===== config.mk =====
export PLATFORM = sky130hd
export DESIGN_NAME = fifo_port_arbiter
export DESIGN_NICKNAME = d
export VERILOG_FILES = /design/src/rtl/fifo_port_arbiter_pkg.sv /design/src/rtl/fifo_port_arbiter_rr_pick.sv /design/src/rtl/fifo_port_arbiter.sv
export SDC_FILE = /design/constraint.sdc
export NUM_CORES = 1
export LEC_CHECK = 0
export ABC_CLOCK_PERIOD_IN_PS = 3930
export BUFFER_PORTS_ARGS = -buffer_cell sky130_fd_sc_hd__buf_4
export CORE_ASPECT_RATIO = 0.7
export CORE_MARGIN = 2
export CORE_UTILIZATION = 40
export DETAILED_ROUTE_END_ITERATION = 16
export GPL_TIMING_DRIVEN = 1
export HOLD_SLACK_MARGIN = 0.06
export PLACE_DENSITY_LB_ADDON = 0.2
export SLEW_MARGIN = 0
export SYNTH_ARGS = -nofsm -noshare
export SYNTH_HDL_FRONTEND = slang
export SYNTH_HIERARCHICAL = 1
export SYNTH_SLANG_ARGS = --single-unit

===== constraint.sdc =====
create_clock -name clk -period 3.93 [get_ports clk]
set_input_delay 0.1965 -clock clk [delete_from_list [all_inputs] [get_ports clk]]
set_output_delay 0.1965 -clock clk [all_outputs]
set_load 0.01 [all_outputs]

===== src/rtl/fifo_port_arbiter_pkg.sv =====
// -----------------------------------------------------------------------------
// fifo_arb_pkg
// Shared definitions for the FIFO port arbiter and any other block that
// shares a FIFO port through the round-robin picker.
//   state_e : arbiter FSM state encoding (IDLE, ENQ, DEQ, SETTLE)
//   op_e    : last completed operation, used to alternate enqueue/dequeue
//   IDX_W   : width of a producer index (up to 8 producers)
// -----------------------------------------------------------------------------
package fifo_arb_pkg;

    typedef enum logic [1:0] {
        S_IDLE   = 2'd0,
        S_ENQ    = 2'd1,
        S_DEQ    = 2'd2,
        S_SETTLE = 2'd3
    } state_e;

    typedef enum logic {
        OP_ENQ = 1'b0,
        OP_DEQ = 1'b1
    } op_e;

    localparam int IDX_W = 3;

endpackage : fifo_arb_pkg


===== src/rtl/fifo_port_arbiter_rr_pick.sv =====
// -----------------------------------------------------------------------------
// rr_pick
// Combinational round-robin picker. Starting one position after the last
// granted index and wrapping modulo N, returns the first asserted request.
// Ports:
//   req_i   [N]      request vector
//   last_i  [IDX_W]  index granted most recently (search starts at last_i+1)
//   any_o            at least one request is asserted
//   idx_o   [IDX_W]  winning index (holds last_i when nothing is requested)
// -----------------------------------------------------------------------------
module rr_pick
    import fifo_arb_pkg::*;
#(
    parameter int N = 2
) (
    input  logic [N-1:0]     req_i,
    input  logic [IDX_W-1:0] last_i,
    output logic             any_o,
    output logic [IDX_W-1:0] idx_o
);

    logic [IDX_W-1:0] cand;

    always_comb begin
        // NOTE: every output of a combinational block gets a default first, so
        // no path through the loop can leave a value unassigned (no latch).
        any_o = 1'b0;
        idx_o = last_i;
        cand  = last_i;
        // Visit last+1, last+2, ... last+N (the last visit is last itself),
        // keeping only the first hit.
        for (int k = 0; k < N; k++) begin
            cand = (cand == IDX_W'(N - 1)) ? '0 : cand + IDX_W'(1);
            if (!any_o && req_i[cand]) begin
                any_o = 1'b1;
                idx_o = cand;
            end
        end
    end

endmodule : rr_pick


===== src/rtl/fifo_port_arbiter.sv =====
// -----------------------------------------------------------------------------
// fifo_port_arbiter
// Shares one FIFO write port between N_REQ producers and one consumer and
// drives the FIFO control unit's enq/deq/data directly. Producers are served
// round-robin; when both an enqueue and a dequeue are eligible the operation
// opposite to the previous one wins. Every operation is followed by a SETTLE
// cycle so the registered FIFO flags are current before re-arbitration.
// Ports:
//   clk, rst            clock (rising edge), async active-low reset
//   req   [N_REQ]       producer requests, held with data until ack
//   din   [N_REQ*WIDTH] producer data, slice i = din[i*WIDTH +: WIDTH]
//   ack   [N_REQ]       one-cycle pulse when producer i's word is written
//   deq_req / deq_ack   consumer request / one-cycle acknowledge (with deq)
//   fifo_full/empty     registered FIFO status flags
//   enq, deq            single-cycle strobes to the FIFO
//   enq_data [WIDTH]    word presented with enq, held between writes
//   grant_id [3]        last granted producer
//   busy                FSM is not idle
// All outputs come straight from flops; no input reaches an output
// combinationally.
// -----------------------------------------------------------------------------
module fifo_port_arbiter
    import fifo_arb_pkg::*;
#(
    parameter int N_REQ = 2,
    parameter int WIDTH = 4
) (
    input  logic                   clk,
    input  logic                   rst,
    input  logic [N_REQ-1:0]       req,
    input  logic [N_REQ*WIDTH-1:0] din,
    output logic [N_REQ-1:0]       ack,
    input  logic                   deq_req,
    output logic                   deq_ack,
    input  logic                   fifo_full,
    input  logic                   fifo_empty,
    output logic                   enq,
    output logic                   deq,
    output logic [WIDTH-1:0]       enq_data,
    output logic [IDX_W-1:0]       grant_id,
    output logic                   busy
);

    state_e             state_q;
    op_e                last_op_q;
    logic [IDX_W-1:0]   grant_q;
    logic [IDX_W-1:0]   sel_q;
    logic [WIDTH-1:0]   data_q;
    logic               enq_q;
    logic               deq_q;
    logic               deq_ack_q;
    logic [N_REQ-1:0]   ack_q;

    logic               pick_any;
    logic [IDX_W-1:0]   pick_idx;
    logic               enq_ok;
    logic               deq_ok;
    logic               do_enq;
    logic               do_deq;

    rr_pick #(
        .N (N_REQ)
    ) u_pick (
        .req_i  (req),
        .last_i (grant_q),
        .any_o  (pick_any),
        .idx_o  (pick_idx)
    );

    // Eligibility. The illegal full&empty combination disables both sides.
    assign enq_ok = pick_any & ~fifo_full;
    assign deq_ok = deq_req & ~fifo_empty;

    // On a tie, do the opposite of the last completed operation.
    assign do_enq = enq_ok & (~deq_ok | (last_op_q == OP_DEQ));
    assign do_deq = deq_ok & (~enq_ok | (last_op_q == OP_ENQ));

    always_ff @(posedge clk or negedge rst) begin
        if (!rst) begin
            // NOTE: only control and output flops exist here, so all of them
            // take a reset value; strobes drop the instant rst falls.
            state_q   <= S_IDLE;
            last_op_q <= OP_DEQ;
            grant_q   <= IDX_W'(N_REQ - 1);
            sel_q     <= '0;
            data_q    <= '0;
            enq_q     <= 1'b0;
            deq_q     <= 1'b0;
            deq_ack_q <= 1'b0;
            ack_q     <= '0;
        end else begin
            // NOTE: sequential state uses non-blocking assignments so every
            // flop samples pre-edge values regardless of statement order.
            case (state_q)
                S_IDLE: begin
                    if (do_enq) begin
                        state_q <= S_ENQ;
                        sel_q   <= pick_idx;
                        data_q  <= din[pick_idx*WIDTH +: WIDTH];
                        enq_q   <= 1'b1;
                        ack_q   <= N_REQ'(1) << pick_idx;
                    end else if (do_deq) begin
                        state_q   <= S_DEQ;
                        deq_q     <= 1'b1;
                        deq_ack_q <= 1'b1;
                    end
                end
                S_ENQ: begin
                    // The write completes regardless of req at this point.
                    state_q   <= S_SETTLE;
                    enq_q     <= 1'b0;
                    ack_q     <= '0;
                    grant_q   <= sel_q;
                    last_op_q <= OP_ENQ;
                end
                S_DEQ: begin
                    state_q   <= S_SETTLE;
                    deq_q     <= 1'b0;
                    deq_ack_q <= 1'b0;
                    last_op_q <= OP_DEQ;
                end
                S_SETTLE: begin
                    // FIFO flags update during this cycle.
                    state_q <= S_IDLE;
                end
                default: begin
                    state_q <= S_IDLE;
                end
            endcase
        end
    end

    assign enq      = enq_q;
    assign deq      = deq_q;
    assign ack      = ack_q;
    assign deq_ack  = deq_ack_q;
    assign enq_data = data_q;
    assign grant_id = grant_q;
    assign busy     = (state_q != S_IDLE);

endmodule : fifo_port_arbiter


==> flow_metrics.env, run 1 <==
export IMPL_worst_pin_slew_ps=773
export IMPL_ys_seq_elements=17
export IMPL_htreeDepth=1
export IMPL_synth_area_per_cell_sq_um=11.5
export IMPL_detail_route_first_pass_iterations=4
export IMPL_die_y_microns=45.1
export IMPL_totalWireLength_mm=1.97
export IMPL_pwr_share_comb_pct=52.7
export IMPL_grt_max_degree=18
export IMPL_fin_crit_ps=2120
export IMPL_seqPwrFrac_pct=36.3
export IMPL_p_sw_w=0.000334
export IMPL_synth_nets=102
export IMPL_maxCapViolations=0
export IMPL_cts_buffer_depth=2
export IMPL_p_leak_nw=0.581
export IMPL_dr_total_vias=724
export IMPL_postCtsSetupBuffers=0
export IMPL_drc=0
export IMPL_antenna_left=0
export IMPL_num_nets_final=131
export IMPL_ys_warnings_count=6
export IMPL_power_w=0.000875
export IMPL_relSlewSlack_pct=47.9
export IMPL_netlist_area_sq_um=967
export IMPL_grt_pass1_wl_mm=3.41
export IMPL_async_flop_share_pct=100
export IMPL_intPower_w=0.000541
export IMPL_drt_iter0_drc=40
export IMPL_ir_worst_vdd_mv=0.402
export IMPL_cts_tree="done"
export IMPL_clock_root_buffer="clkbuf_4"
export IMPL_crit_fanout=6
export IMPL_crit_slowest_cell="or4b_4"
export IMPL_clock_latency_ps=290
export IMPL_start_util_pct=43.5
export IMPL_hold_viol_final=0
export IMPL_wl_per_cell_microns=13.7
export IMPL_synth_flop_cell="dfrtp_1"
export IMPL_p_sw_share_pct=38.1
export IMPL_cts_inserted_buffers=3
export IMPL_dp_cells=139
export IMPL_worstPathRequired_ps=4170
export IMPL_cp_buffers_inverters=0
export IMPL_fin_crit_sh_pct=54.0
export IMPL_clkTransAtPathRegs_ps=100
export IMPL_via_per_inst=5.03
export IMPL_portBuffers=27
export IMPL_fmaxAchievable_mhz=471
export IMPL_slew_viol_final=0
export IMPL_layout_cells_non_filler=144
export IMPL_rsz0062_at_grt="false"
export IMPL_fin_util_pct=54.7
export IMPL_cts_resized=0
export IMPL_worstPathCellList="mux2i_1, nand2_1, o21ai_0, or4b_4, nor4_1, a311o_2"
export IMPL_clkPwrFrac_pct=11.0
export IMPL_outcome="completed"
export IMPL_grt_ovfl_total=0
export IMPL_grt_pass1_vias=703
export IMPL_path_class="flop to flop"
export IMPL_row_count=14
export IMPL_setup_tns_final_ps=0
export IMPL_core_area_sq_mm=0.00222
export IMPL_arrival_ps=2360
export IMPL_place_gp_congestion=0.712
export IMPL_cp_end_kind="flop"
export IMPL_diodes=0
export IMPL_netlist_instances=84
export IMPL_cpPeakStageDelay_ps=610
export IMPL_p_per_area_mw_per_mm2=719
export IMPL_postCtsHoldBufs=1
export IMPL_path_delay_family="simple AND/OR/NAND/NOR gates"
export IMPL_fin_worst_skew_ps=0.421
export IMPL_setup_viol=0
export IMPL_hp_class="primary input to asynchronous set/reset pin"
export IMPL_drive_gt1_share_pct=45.5
export IMPL_grt_total_usage_pct=16.0
export IMPL_yosysSeqAreaShare_pct=44.2
export IMPL_ios=28
export IMPL_die_w_microns=62.8
export IMPL_start_kind="flop"
export IMPL_dieArea_sq_mm=0.00283
export IMPL_synth_edf_count=0
export IMPL_cts_sinks=17
export IMPL_ys_types=31
export IMPL_whs_ps=285
export IMPL_dp_hpwl_mm=1.55
export IMPL_area_growth_pct=25.9
export IMPL_grt_antenna_before_repair=0
-- power groups by stage --
stage	sequential [W]	combinational (W)	clock (W)
finish	0.000318	0.000461	0.0000964
detailed placement	0.000322	0.000460	0
global placement	0.000321	0.000454	0
global route	0.000331	0.000502	0.000111
floorplan	0.000333	0.000299	0
CTS	0.000319	0.000463	0.000100
-- layout by cell type, fill, tap and decap left out, types with 2 or more instances in the layout --
cell | netlist | layout
a21oi_1 | 4 | 4
a311o_2 | 2 | 2
buf_4 | 2 | 27
clkbuf_4 | 0 | 3
dfrtp_1 | 15 | 15
dfstp_2 | 2 | 2
ha_1 | 3 | 3
inv_1 | 5 | 5
mux2_2 | 11 | 11
mux2i_1 | 5 | 5
nand2_1 | 2 | 2
nand2b_1 | 3 | 3
nor2b_1 | 3 | 3
nor3_1 | 4 | 4
nor3b_1 | 2 | 2
nor4_1 | 3 | 3
o21ai_0 | 3 | 3
-- sequential cells by signal, summed over array words and instances (netlist names) --
signal / cells
last_op_q: 1
ack: 2
deq_ack: 1
grant_id: 3
state_q: 2
enq: 1
enq_data: 4
sel_q: 3
-- path summary, 6_finish.rpt --
| kind | from | endpoint | slack [ps] | cells after the start |
|---|---|---|---|---|
| hold / removal | rst | enq_data[3] | 290 | 2 |
| hold reg to reg | enq_data[3] | enq_data[3] | 520 | 1 |
| max in group asynchronous | rst | grant_id[0] | 3400 | 2 |
| min in group clk | fifo_empty | deq_ack | 290 | 4 |
| setup reg to reg | grant_id[0] | ack[1] | 1810 | 6 |
| setup / recovery | grant_id[0] | ack[1] | 1810 | 6 |
-- stage by stage --
| step | setup slack [ps] | area, sq um |
|---|---|---|
| after global placement | 1880 | 1180 |
| after detailed placement | 1890 | 1180 |
| after floorplan | 2120 | 967 |
| after CTS | 1840 | 1220 |
| final | 1810 | 1220 |
| after global routing | 1650 | 1220 |
-- cell usage after synthesis (3+ instances only) --
library cell	number	area (sq um)
nand2b_1	3	18.8
nor2b_1	3	18.8
a21oi_1	4	20.0
nor3_1	4	20.0
dfrtp_1	15	375
nor4_1	3	18.8
ha_1	3	37.5
inv_1	5	18.8
mux2i_1	5	50.1
mux2_2	11	124
o21ai_0	3	15.0
-- layout make-up --
type / count / area, sq um
Timing Repair Buffer: 28 / 213
Clock inverter: 1 / 5.00
Inverter: 5 / 18.8
Clock buffer: 3 / 22.5
Multi-Input combinational cell: 58 / 490
Sequential cell: 17 / 428
Fill cell: 208 / 1010
Tap cell: 32 / 40.0
-- metal layers --
layer  global-route usage [%]  vias up  share of wire (%)
met5                        0        -                  0
met4                     6.22        0                1.2
met3                     4.74        4                2.5
met2                     23.2        9                 46
met1                     22.6      349                 50
li1                         -      362                  -
-- worst register-to-register path, cell delays in order (launching register included) --
cell	delay (ps)
dfstp_2	580
mux2i_1	130
nand2_1	90
o21ai_0	270
or4b_4	610
nor4_1	230
a311o_2	160
-- cell families after synthesis --
| group | count (synthesis) | share of synthesized area [%] |
|---|---|---|
| AO/OA/AOI/OAI | 13 | 9.70 |
| XOR/XNOR | 1 | 0.906 |
| adder cells (fa/ha/maj) | 3 | 3.88 |
| buffers and inverters | 9 | 5.04 |
| flip-flops | 17 | 44.2 |
| multiplexers | 16 | 18.0 |
| AND/OR/NAND/NOR | 25 | 18.2 |
(Power assumes the default switching activity.)
==> run 2, diff against run 1 <==
ABC_CLOCK_PERIOD_IN_PS = 2220   (was 3930)
clock period = 2.22 ns   (was 3.93 ns; I/O delays follow)
==> flow_metrics.env, run 2 (same netlist as run 1, synthesis figures left out) <==
export IMPL_rsz0062_at_grt="false"
export IMPL_ios=28
export IMPL_hold_viol_final=0
export IMPL_cp_end_kind="flop"
export IMPL_cts_sinks=17
export IMPL_clock_latency_ps=300
export IMPL_maxCapViolations=0
export IMPL_cp_depth=6
export IMPL_p_leak_nw=0.588
export IMPL_fillers=204
export IMPL_dp_hpwl_mm=1.52
export IMPL_multi_input_area_sq_um=490
export IMPL_place_gp_congestion=0.760
export IMPL_cp_buffers_inverters=0
export IMPL_seq_area_sq_um=428
export IMPL_cp_startpoint="grant_id[0]"
export IMPL_dr_total_vias=739
export IMPL_arrival_ps=2230
export IMPL_wl_per_cell_microns=13.4
export IMPL_grt_max_degree=18
export IMPL_path_delay_family="simple AND/OR/NAND/NOR gates"
export IMPL_crit_slowest_cell="dfstp_2"
export IMPL_grt_pass1_wl_mm=3.47
export IMPL_row_count=14
export IMPL_hp_class="primary input to asynchronous set/reset pin"
export IMPL_fin_util_pct=55.3
export IMPL_power_w=0.00156
export IMPL_antenna_left=0
export IMPL_drt_iter0_drc=8
export IMPL_setup_viol=0
export IMPL_clock_root_buffer="clkbuf_4"
export IMPL_endpoint="ack[0]"
export IMPL_final_common_cell="buf_4"
export IMPL_diodes=0
export IMPL_htreeDepth=1
export IMPL_pre_cts_ws_ps=246
export IMPL_grt_pass1_vias=761
export IMPL_area_growth_pct=27.3
export IMPL_core_area_sq_mm=0.00222
export IMPL_largest_register_ff_count=4
export IMPL_fmaxAchievable_mhz=505
export IMPL_num_nets_final=133
export IMPL_portBuffers=27
export IMPL_cts_inserted_buffers=3
export IMPL_worstPathCellList="mux2i_1, nor2b_1, xor2_1, or4b_4, nor4_1, a311o_2"
export IMPL_setup_tns_final_ps=0
export IMPL_cts_tree="done"
export IMPL_worstPathRequired_ps=2470
export IMPL_via_per_inst=5.06
export IMPL_outcome="completed"
export IMPL_start_kind="flop"
export IMPL_postPlaceCellArea_sq_mm=0.00119
export IMPL_r2r_start="grant_id[0]"
export IMPL_die_y_microns=45.1
export IMPL_die_w_microns=62.8
export IMPL_final_area_sq_mm=0.00123
export IMPL_rr_endpoint="ack[0]"
export IMPL_totalWireLength_mm=1.96
export IMPL_drive_gt1_share_pct=45.6
export IMPL_grt_total_usage_pct=16.3
export IMPL_p_per_area_mw_per_mm2=1260
export IMPL_slew_viol_final=0
export IMPL_start_util_pct=43.5
export IMPL_worst_pin_slew_ps=454
export IMPL_path_class="flop to flop"
export IMPL_cpPeakStageDelay_ps=580
export IMPL_fin_worst_skew_ps=15.2
export IMPL_drc=0
export IMPL_cts_buffer_depth=2
export IMPL_grt_antenna_before_repair=0
export IMPL_ir_worst_vdd_mv=0.621
export IMPL_grt_ovfl_total=0
export IMPL_fin_crit_ps=1980
export IMPL_relSlewSlack_pct=69.4
export IMPL_clkTransAtPathRegs_ps=100
export IMPL_r2r_cells=6
export IMPL_layout_common_cells="buf_4, dfrtp_1, mux2_2, inv_1, mux2i_1"
export IMPL_fin_crit_sh_pct=89.2
export IMPL_worst_slack_ps=240
export IMPL_crit_fanout=6
export IMPL_dieArea_sq_mm=0.00283
export IMPL_rrSetupSlack_ps=240
export IMPL_detail_route_first_pass_iterations=4
## run 2: cell count changes in the layout (fill, tap and decap cells not counted), sizes merged
cell,delta
buf,+2
clkbuf,+1
clkinv,-1
## run 2: how the worst min path moves through the flow
stage / from / end / slack (ps)
2_1_floorplan: rst / ack[0] / -180
3_3_place_gp: rst / enq_data[3] / -10
3_5_place_dp: rst / enq_data[3] / -10
4_1_cts: fifo_empty / deq_ack / 190
5_1_grt: fifo_empty / deq_ack / 210
6_report: rst / sel_q[2] / 190
## run 2: area by class of cell
type | instances | area share [%]
Sequential cell | 17 | 34.8
Timing Repair Buffer | 30 | 18.5
Tap cell | 32 | 3.25
Clock buffer | 4 | 2.13
Multi-Input combinational cell | 58 | 39.8
Inverter | 5 | 1.52
## run 2: timing repair
item | 4_1_cts | 5_1_grt
endpoints found under the hold margin | 17 | 0
hold buffers | 1 | 0
setup buffers | 0 | 0
setup endpoints to repair | 0 | 2
gates resized for setup | 0 | 1
## run 2: worst register-to-register path, cell delays in order, from the launching register on
cell and delay (ps):
dfstp_2 580, mux2i_1 120, nor2b_1 160, xor2_1 160, or4b_4 510, nor4_1 240
a311o_2 160
## run 2: metal layers
layer	track usage, %	vias to the layer above	part of all wire (%)
met3	5.99	4	5.2
met1	21.4	353	49
met2	25.6	14	44
met5	0	-	0
li1	-	368	-
met4	5.33	0	1.0
## run 2: per-stage QoR
step           cells  hold slack [ps]
6_report         146              189
5_1_grt          146              215
4_1_cts          146              188
3_5_place_dp     141            -14.1
3_3_place_gp     141            -13.1
2_1_floorplan     84             -185
## run 2: where the power goes
group / internal (W) / leakage [nW] / switching (W)
sequential: 0.000460 / 0.212 / 0.000101
clock: 0.0000700 / 0.0150 / 0.0000974
combinational: 0.000448 / 0.361 / 0.000381
==> run 3, diff against run 2 <==
--- a/config.mk
+++ b/config.mk
@@ -10,5 +10,5 @@
 export CORE_ASPECT_RATIO = 0.7
 export CORE_MARGIN = 2
-export CORE_UTILIZATION = 40
+export CORE_UTILIZATION = 50
 export DETAILED_ROUTE_END_ITERATION = 16
 export GPL_TIMING_DRIVEN = 1
==> constraint.sdc (replaced) <==
create_clock -name clk -period 2.22 [get_ports clk]
set_input_delay 0 -clock clk [delete_from_list [all_inputs] [get_ports clk]]
set_output_delay 0 -clock clk [all_outputs]
set_load 0.01 [all_outputs]
==> flow_metrics.env, run 3 (same netlist as run 1, synthesis figures left out) <==
export IMPL_cpPeakStageDelay_ps=580
export IMPL_path_class="flop to flop"
export IMPL_grt_pass1_wl_mm=2.99
export IMPL_seq_area_sq_um=428
export IMPL_drt_iter0_drc=19
export IMPL_crit_slowest_cell="dfstp_2"
export IMPL_row_count=13
export IMPL_fillers=158
export IMPL_ir_worst_vdd_mv=0.770
export IMPL_multi_input_area_sq_um=490
export IMPL_maxCapViolations=0
export IMPL_start_util_pct=52.6
export IMPL_drc=0
export IMPL_grt_max_degree=18
export IMPL_antenna_left=0
export IMPL_hp_class="primary input to asynchronous set/reset pin"
export IMPL_place_gp_congestion=0.709
export IMPL_relSlewSlack_pct=60.0
export IMPL_dr_total_vias=723
export IMPL_fin_crit_sh_pct=88.7
export IMPL_clock_latency_ps=290
export IMPL_cts_resized=0
export IMPL_layout_common_cells="buf_4, dfrtp_1, mux2_2, inv_1, mux2i_1"
export IMPL_rsz0062_at_grt="false"
export IMPL_slew_viol_final=0
export IMPL_wl_per_cell_microns=14.3
export IMPL_fmaxAchievable_mhz=508
export IMPL_final_common_cell="buf_4"
export IMPL_rrSetupSlack_ps=250
export IMPL_outcome="completed"
export IMPL_detail_route_first_pass_iterations=4
export IMPL_p_per_area_mw_per_mm2=1270
export IMPL_path_delay_family="simple AND/OR/NAND/NOR gates"
export IMPL_whs_ps=99.4
export IMPL_cts_buffer_depth=2
export IMPL_dp_hpwl_mm=1.55
export IMPL_fin_crit_ps=1970
export IMPL_cp_depth=6
export IMPL_portBuffers=27
export IMPL_r2r_cells=6
export IMPL_diodes=0
export IMPL_largest_register_ff_count=4
export IMPL_start_kind="flop"
export IMPL_grt_ovfl_total=0
export IMPL_ios=28
export IMPL_dieArea_sq_mm=0.00231
export IMPL_via_per_inst=5.32
export IMPL_area_growth_pct=26.1
export IMPL_num_nets_final=133
export IMPL_htreeDepth=1
export IMPL_cts_tree="done"
export IMPL_arrival_ps=2200
export IMPL_crit_fanout=6
export IMPL_setup_viol=0
export IMPL_fin_worst_skew_ps=5.95
export IMPL_die_y_microns=40.8
export IMPL_rr_endpoint="ack[1]"
export IMPL_endpoint="ack[1]"
export IMPL_r2r_start="grant_id[0]"
export IMPL_cts_inserted_buffers=3
export IMPL_die_w_microns=56.6
export IMPL_setup_tns_final_ps=0
export IMPL_totalWireLength_mm=1.95
export IMPL_cp_startpoint="grant_id[0]"
export IMPL_core_area_sq_mm=0.00184
export IMPL_grt_pass1_vias=634
export IMPL_p_leak_nw=0.591
export IMPL_cts_sinks=17
export IMPL_drive_gt1_share_pct=46.5
export IMPL_clock_root_buffer="clkbuf_4"
export IMPL_clkTransAtPathRegs_ps=100
export IMPL_cp_buffers_inverters=0
export IMPL_worst_pin_slew_ps=594
export IMPL_hold_viol_final=0
export IMPL_grt_total_usage_pct=18.2
export IMPL_worstPathCellList="mux2i_1, nand2_1, o21ai_0, or4b_4, nor4_1, a311o_2"
export IMPL_worstPathRequired_ps=2450
export IMPL_cp_end_kind="flop"
export IMPL_grt_antenna_before_repair=0
## run 3: cell type report
class                      instances  share of cell area [%]
inverter                           5                    1.54
timing repair buffer              30                    18.7
clock inverter                     1                   0.410
sequential                        17                    35.1
multi-input combinational         58                    40.2
clock buffer                       3                    1.85
tap                               22                    2.26
## run 3: what timing repair did
| action | in CTS | in global routing |
|---|---|---|
| setup buffers | 0 | 0 |
| hold endpoints to repair | 17 | 0 |
| hold buffers | 1 | 0 |
## run 3: routing by layer
metal | track usage [%] | part of all wire (%) | vias up
li1 | - | - | 366
met1 | 23.9 | 49 | 341
met2 | 29.1 | 45 | 14
met3 | 6.62 | 4.6 | 2
met4 | 5.36 | 0.67 | 0
met5 | 0 | 0 | -
## run 3: stage by stage
step	setup slack, ps	instances	power (W)	util (%)	area (sq um)
floorplan	408	84	0.00112	-	967
global placement	339	131	0.00138	64.3	1180
detailed placement	287	131	0.00140	64.3	1180
CTS	267	136	0.00157	66.4	1220
global route	33.5	136	0.00167	66.4	1220
finish	250	136	0.00156	66.4	1220
## run 3: report_power, final
part | internal, W | switching (W)
Sequential | 0.000460 | 0.000105
Combinational | 0.000447 | 0.000384
Clock | 0.0000669 | 0.0000923
## run 3: worst min path at each step
stage	start	slack [ps]	endpoint
3_5_place_dp	rst	-130	enq_data[0]
3_3_place_gp	rst	-130	enq_data[0]
5_1_grt	rst	100	enq_data[0]
2_1_floorplan	rst	-300	ack[0]
4_1_cts	rst	100	enq_data[0]
6_report	rst	100	ack[0]
